### config.mk
export PLATFORM = sky130hd
export DESIGN_NAME = mda_vram_arbiter_flat
export DESIGN_NICKNAME = d
export VERILOG_FILES = /design/src/rtl/mda_vram_arbiter_pkg.sv /design/src/rtl/mda_vram_arbiter_if.sv /design/src/rtl/mda_vram_arbiter_cell_addr.sv /design/src/rtl/mda_vram_arbiter.sv /design/src/flat_wrapper.sv
export SDC_FILE = /design/constraint.sdc
export NUM_CORES = 1
export LEC_CHECK = 0
export CAP_MARGIN = 20
export CORE_UTILIZATION = 57
export CTS_CLUSTER_DIAMETER = 100
export DETAILED_ROUTE_END_ITERATION = 10
export DONT_BUFFER_PORTS = 1
export GPL_TIMING_DRIVEN = 0
export PLACE_DENSITY_LB_ADDON = 0.1
export SLEW_MARGIN = 5
export SYNTH_ARGS = -nofsm -noshare
export SYNTH_HDL_FRONTEND = slang
export SYNTH_HIERARCHICAL = 1
export SYNTH_SLANG_ARGS = --single-unit
### constraint.sdc
create_clock -name clk -period 2.6 [get_ports clk]
set_input_delay 0.39 -clock clk [delete_from_list [all_inputs] [get_ports clk]]
set_output_delay 0.39 -clock clk [all_outputs]
set_load 0.01 [all_outputs]
### src/rtl/mda_vram_arbiter_pkg.sv
// Shared constants and owner tag for the MDA video RAM arbiter.
// No ports: geometry, VRAM sizing and the RAM-cycle owner enum.
package mda_pkg;

    localparam int COLS       = 80;
    localparam int ROWS       = 25;
    localparam int CHAR_W     = 9;
    localparam int FETCH_SLOT = 5;
    localparam int ADDR_W     = 11;
    localparam int DATA_W     = 16;
    localparam int VRAM_DEPTH = COLS * ROWS;

    typedef enum logic [1:0] {
        OWN_NONE,
        OWN_DISP,
        OWN_HOST
    } owner_e;

endpackage

### src/rtl/mda_vram_arbiter_if.sv
// Host read/write port of the VRAM arbiter as a req/ack bundle.
// Ports: host_req/we/addr/wdata (host -> arbiter), host_ack/rdata (back).
interface mda_vram_arbiter_if;
    import mda_pkg::*;

    logic              host_req;
    logic              host_we;
    logic [ADDR_W-1:0] host_addr;
    logic [DATA_W-1:0] host_wdata;
    logic              host_ack;
    logic [DATA_W-1:0] host_rdata;

    modport master (
        output host_req, host_we, host_addr, host_wdata,
        input  host_ack, host_rdata
    );

    modport slave (
        input  host_req, host_we, host_addr, host_wdata,
        output host_ack, host_rdata
    );

endinterface

### src/rtl/mda_vram_arbiter_cell_addr.sv
// Cell word address: row*COLS + col + inc, row*80 built as (row<<6)+(row<<4).
// Ports: row, col, inc in; addr out (ADDR_W bits, max 1999 so no wrap).
module mda_cell_addr
    import mda_pkg::*;
(
    input  logic [4:0]        row,
    input  logic [6:0]        col,
    input  logic              inc,
    output logic [ADDR_W-1:0] addr
);

    logic [ADDR_W-1:0] row_x64;
    logic [ADDR_W-1:0] row_x16;

    always_comb begin
        row_x64 = {row, 6'b0};
        row_x16 = {2'b0, row, 4'b0};
        addr    = row_x64 + row_x16 + {4'b0, col} + {10'b0, inc};
    end

endmodule

### src/rtl/mda_vram_arbiter.sv
// Single-port VRAM arbiter: display fetch slot first, host gets spare cycles.
// Ports: clk/rst, position inputs, host bundle, RAM port, disp_char/attr.
module mda_vram_arbiter
    import mda_pkg::*;
(
    input  logic              clk,
    input  logic              rst,
    input  logic              enable,
    input  logic [6:0]        col,
    input  logic [4:0]        row,
    input  logic [3:0]        char_pixel,
    input  logic              add_one,
    mda_vram_arbiter_if.slave host,
    output logic [ADDR_W-1:0] ram_addr,
    output logic              ram_we,
    output logic [DATA_W-1:0] ram_wdata,
    input  logic [DATA_W-1:0] ram_rdata,
    output logic [7:0]        disp_char,
    output logic [7:0]        disp_attr
);

    owner_e            owner_q, owner_d;
    logic              busy_q, busy_d;
    logic              rd_ok_q, rd_ok_d;
    logic              blank_q, blank_d;
    logic [ADDR_W-1:0] ram_addr_q;
    logic [DATA_W-1:0] stage_q, stage_d;
    logic [7:0]        disp_char_q, disp_char_d;
    logic [7:0]        disp_attr_q, disp_attr_d;

    logic              act_slot;
    logic              blank_slot;
    logic              disp_slot;
    logic              host_issue;
    logic              in_range;
    logic [ADDR_W-1:0] cell_addr;

    // Blank fetch ignores add_one so it lands on the first cell of the line.
    mda_cell_addr u_cell_addr (
        .row  (row),
        .col  (col),
        .inc  (enable & add_one),
        .addr (cell_addr)
    );

    always_comb begin
        act_slot   = enable && (char_pixel == 4'(FETCH_SLOT));
        blank_slot = !enable && !blank_q;
        // No RAM traffic while reset is held so the RAM port reads as idle.
        disp_slot  = !rst && (act_slot || blank_slot);
        host_issue = !rst && host.host_req && !busy_q && !disp_slot;
        in_range   = host.host_addr < ADDR_W'(VRAM_DEPTH);
    end

    always_comb begin
        ram_addr    = ram_addr_q;
        ram_we      = 1'b0;
        ram_wdata   = '0;
        owner_d     = OWN_NONE;
        busy_d      = 1'b0;
        rd_ok_d     = 1'b0;
        blank_d     = !enable && (blank_q || disp_slot);
        stage_d     = stage_q;
        disp_char_d = disp_char_q;
        disp_attr_d = disp_attr_q;

        if (disp_slot) begin
            ram_addr = cell_addr;
            owner_d  = OWN_DISP;
        end else if (host_issue) begin
            ram_addr  = host.host_addr;
            ram_we    = host.host_we && in_range;
            ram_wdata = host.host_wdata;
            owner_d   = OWN_HOST;
            busy_d    = 1'b1;
            rd_ok_d   = !host.host_we && in_range;
        end

        if (owner_q == OWN_DISP) begin
            stage_d = ram_rdata;
        end

        if (enable && (char_pixel == 4'(CHAR_W - 1))) begin
            disp_char_d = stage_q[7:0];
            disp_attr_d = stage_q[15:8];
        end
    end

    always_ff @(posedge clk or posedge rst) begin
        if (rst) begin
            owner_q     <= OWN_NONE;
            busy_q      <= 1'b0;
            rd_ok_q     <= 1'b0;
            blank_q     <= 1'b0;
            ram_addr_q  <= '0;
            stage_q     <= '0;
            disp_char_q <= '0;
            disp_attr_q <= '0;
        end else begin
            owner_q     <= owner_d;
            busy_q      <= busy_d;
            rd_ok_q     <= rd_ok_d;
            blank_q     <= blank_d;
            ram_addr_q  <= ram_addr;
            stage_q     <= stage_d;
            disp_char_q <= disp_char_d;
            disp_attr_q <= disp_attr_d;
        end
    end

    // Read data arrives the cycle after issue, which is the ack cycle.
    always_comb begin
        host.host_ack   = busy_q;
        host.host_rdata = (busy_q && rd_ok_q) ? ram_rdata : '0;
        disp_char       = disp_char_q;
        disp_attr       = disp_attr_q;
    end

endmodule

### src/flat_wrapper.sv
// flat-port wrapper written by rule: the top's interface ports become plain ports
module mda_vram_arbiter_flat import mda_pkg::*;
  (clk, rst, enable, col, row, char_pixel, add_one, ram_addr, ram_we, ram_wdata, ram_rdata, disp_char, disp_attr, host_host_req, host_host_we, host_host_addr, host_host_wdata, host_host_ack, host_host_rdata);
  mda_vram_arbiter_if host_i ();
  input  logic clk;
  input  logic rst;
  input  logic enable;
  input  logic [6:0] col;
  input  logic [4:0] row;
  input  logic [3:0] char_pixel;
  input  logic add_one;
  output logic [ADDR_W-1:0] ram_addr;
  output logic ram_we;
  output logic [DATA_W-1:0] ram_wdata;
  input  logic [DATA_W-1:0] ram_rdata;
  output logic [7:0] disp_char;
  output logic [7:0] disp_attr;
  input wire logic [$bits(host_i.host_req)-1:0] host_host_req;
  input wire logic [$bits(host_i.host_we)-1:0] host_host_we;
  input wire logic [$bits(host_i.host_addr)-1:0] host_host_addr;
  input wire logic [$bits(host_i.host_wdata)-1:0] host_host_wdata;
  output wire logic [$bits(host_i.host_ack)-1:0] host_host_ack;
  output wire logic [$bits(host_i.host_rdata)-1:0] host_host_rdata;
  assign host_i.host_req = host_host_req;
  assign host_i.host_we = host_host_we;
  assign host_i.host_addr = host_host_addr;
  assign host_i.host_wdata = host_host_wdata;
  assign host_host_ack = host_i.host_ack;
  assign host_host_rdata = host_i.host_rdata;
  mda_vram_arbiter u_core (.clk(clk), .rst(rst), .enable(enable), .col(col), .row(row), .char_pixel(char_pixel), .add_one(add_one), .host(host_i), .ram_addr(ram_addr), .ram_we(ram_we), .ram_wdata(ram_wdata), .ram_rdata(ram_rdata), .disp_char(disp_char), .disp_attr(disp_attr));
endmodule
==> results by group <==
Worst setup path
  • Critical path class: register to output pin
  • Crit path from: u_core/host.host_ack$_DFF_PP0_
  • Reg2Reg Capture Point: u_core/ram_addr_q[5]$_DFF_PP0_
  • Worst Setup EP: ram_wdata[1]
  • CP Data Arrival Time: between 2000 and 2500 ps
  • Startpoint types: register
  • Worst setup EP type: output pin
  • CP required: 2210 ps
  • R2r startpoint: u_core/host.host_ack$_DFF_PP0_
  • FF-to-FF setup slack: 690 ps
  • Reg2Reg Depth: 4
  • Worst-path fanout max: 10

STA
  • Relative slew slack: 0.631
  • Final setup viols: 0
  • Fin. max-slew vios: 0
  • Fin Hold WS: 142 ps
  • Crit share post-route: 0.990
  • Unrepaired setup endpoints after global routing: true
  • Final min period: 2570 ps
  • Fmax: 389 MHz
  • Skew final: 6.44 ps
  • Setup_tns: 0 ps
  • Actual slew at the worst max-slew pin: 546 ps
  • Endpoints failing hold: 0

GRT
  • Largest net degree at the start of global routing: 37
  • Grt ovf: 0
  • First-pass GRT wire length: 8.83 mm
  • Antenna violations before repair: 0
  • GRT Resource Usage Total: 0.232
  • Number of global-route vias before repair: 1808

Power
  • Psw: 0.620 mW
  • Switching portion of total power: 0.291
  • Clock share of power: 0.242
  • Int Pwr: between 1.5 and 2 mW
  • Leakage: 1.37 nW
  • Sequential share of power: 0.503
  • Combinational Power Share: 0.255
  • Peak VDD IR: 0.388 mV
  • Pwr Density: just over 700 mW/mm^2

Floorplan
  • Starting Density: 0.602
  • Row count: 24
  • Die Wd: 70.5 um
  • Total core area: 0.00444 mm^2
  • # IOs: 126
  • Die Height: approximately 70 um
  • Die outline area: 0.00498 mm^2

Finish
  • Area Overhead vs Synth: 10.4%
  • Fraction of layout cells with a size suffix above 1: 0.374
  • ANT cells: 0
  • Layout Cells excl Fill: between 200 and 300
  • Final net count: 305

Yosys
  • EDFF count, synth: 0
  • Register area share after synthesis: 0.439
  • Distinct cells, synth: 40
  • Syn avg cell area: 12.3 um^2
  • Post-synthesis register bit count: between 40 and 50
  • Syn Inst Count: 218
  • Syn_nets: 296
  • Fraction of registers with async set/reset: 1.00
  • Yosys Warn Count: 6
  • Top FF cell, synth: dfrtp_1
  • Post-synthesis cell area: 0.00268 mm^2

Clocking
  • Skew-Pair Late Insertion Delay: about 300 ps
  • Post-CTS Setup Inserts: 0
  • CTS Buf Count: 5
  • Reg clk slew, reported paths: ~80 ps
  • Num Clock Sinks: 47
  • Clock buffer depth: 2
  • CTS root buffer: clkbuf_8
  • Htree depth: 2
  • CTS tree: built

Detailed routing
  • Routed Wire Length: 5.72 mm
  • Pre-Repair DR Iteration Count: 7
  • Via count: 1795
  • Post-DR vias/cell: between 6 and 7
  • DRT antenna net count: 0
  • Iter 0 DRT Violations: 70
  • DR DRC count: 12
  • Avg WL per Cell: between 20 and 25 um

Min path
  • Worst hold path class: input pin to register

Run status
  • Outcome: complete, but fails checks
  • Failing checks: design-rule violations

Placed design
  • Final HPWL DP: 4.35 mm
  • I/O Buffers: 0
  • RePlAce Congestion: 0.817
  • Cells after DPL: 271

Run
  • # Max-Cap Violations: 0
==> Yosys cell counts (all sizes together) (3+ instances only) <==
library cell	count	area, um^2
dfrtp	47	1180
nor3	4	20.0
inv	8	30.0
nor3b	16	120
buf	7	50.1
nand3	5	25.0
clkbuf	5	18.8
a21oi	4	20.0
and3	16	100
xnor2	3	26.3
o21ai	4	20.0
nand2	5	18.8
mux2	54	679
nor2	5	18.8
ha	12	150
==> area by class of cell <==
class	instances	area (um^2)
repair buffers	2	30.0
plain buffers	12	68.8
inverters	8	30.0
multi-input cells	151	1480
well taps	52	65.1
clock buffers	5	68.8
flip-flops and latches	47	1180
clock inverters	2	37.5
fillers	348	1490
==> registers in the layout (all words and copies together), names as in the netlist <==
name	count
u_core/stage_q	16
u_core/ram_addr_q	11
u_core/disp_attr	8
u_core/disp_char	8
u_core/blank_q	1
u_core/host.host_ack	1
u_core/owner_q	1
u_core/rd_ok_q	1
==> per-layer routing <==
metal	GRT usage	routed length [um]	share of wire	vias to the layer above
met1	0.268	2270	0.40	888
met5	0	0	0	-
li1	-	-	-	802
met3	0.0499	392	0.069	9
met2	0.423	2950	0.52	96
met4	0.0933	106	0.019	0
==> worst min-delay path by stage <==
stage / startpoint / to / slack, ps / depth (start not counted)
2_1_floorplan: enable / u_core/blank_q$_DFF_PP0_ / 450 / 1
3_3_place_gp: enable / u_core/blank_q$_DFF_PP0_ / 460 / 1
3_5_place_dp: rst / u_core/ram_addr_q[4]$_DFF_PP0_ / 230 / 1
4_1_cts: enable / u_core/blank_q$_DFF_PP0_ / 130 / 1
5_1_grt: enable / u_core/blank_q$_DFF_PP0_ / 130 / 1
6_report: enable / u_core/blank_q$_DFF_PP0_ / 140 / 1
==> logic make-up (layout without fill, tap and decap cells) <==
family,Yosys count,in the layout,share of synthesized area
and+or+nand+nor,64,64,0.151
muxes,55,55,0.257
DFF,47,47,0.439
buffers and inverters,20,29,0.0369
AOI/OAI and AO/OA,14,14,0.0350
adders and majority gates,13,13,0.0636
xor gates and xnor gates,5,5,0.0164
==> through the flow <==
stage                     worst slack [ps]  total power [mW]   util  area [um^2]
final                                 26.2              2.13  0.665         2960
after global routing                 -57.6              2.23  0.665         2960
after CTS                             7.77              2.13  0.654         2910
after detailed placement              -181              1.60  0.622         2760
after global placement                -189              1.55  0.617         2740
after floorplan                       73.6              1.48      -         2680
==> cell usage in the layout, fill, tap and decap left out, drive strengths merged <==
cell / netlist / final
nand4bb: 1 / 1
fa: 1 / 1
and3: 16 / 16
nand4: 1 / 1
or3b: 1 / 1
and4: 1 / 1
o21ai: 4 / 4
xor2: 2 / 2
nor2b: 1 / 1
nand2b: 2 / 2
nor4b: 1 / 1
a21oi: 4 / 4
and2: 1 / 1
inv: 8 / 8
a211oi: 2 / 2
mux2: 54 / 54
nor3b: 16 / 16
nand2: 5 / 5
nand3b: 1 / 1
clkinvlp: 0 / 1
bufinv: 0 / 1
o211a: 1 / 1
or4b: 1 / 1
buf: 7 / 8
dfrtp: 47 / 47
nor3: 4 / 4
or4: 1 / 1
a221oi: 1 / 1
nor2: 5 / 5
mux2i: 1 / 1
xnor2: 3 / 3
o21bai: 1 / 1
nor4: 1 / 1
nand3: 5 / 5
ha: 12 / 12
dlygate4sd3: 0 / 1
o31ai: 1 / 1
clkbuf: 5 / 10
==> power by group through the flow <==
stage	combinational [mW]	clock, mW	sequential, mW
final	0.545	0.517	1.07
after detailed placement	0.509	0	1.09
after floorplan	0.436	0	1.05
after global placement	0.481	0	1.07
after CTS	0.523	0.531	1.07
after global routing	0.590	0.549	1.09
==> timing repair <==
action,CTS,global route
pin swaps,0,2
resized for setup,5,11
endpoints found under the setup margin,4,11
hold endpoints to repair,11,0
hold buffers,1,0
==> worst max-delay path: stages (launching register included) <==
cell and delay [ps]:
dfrtp_1 530, or3b_4 460, buf_6 180, buf_4 170
buf_2 170, nor3b_1 370
Power figures use the tool's default switching activity.
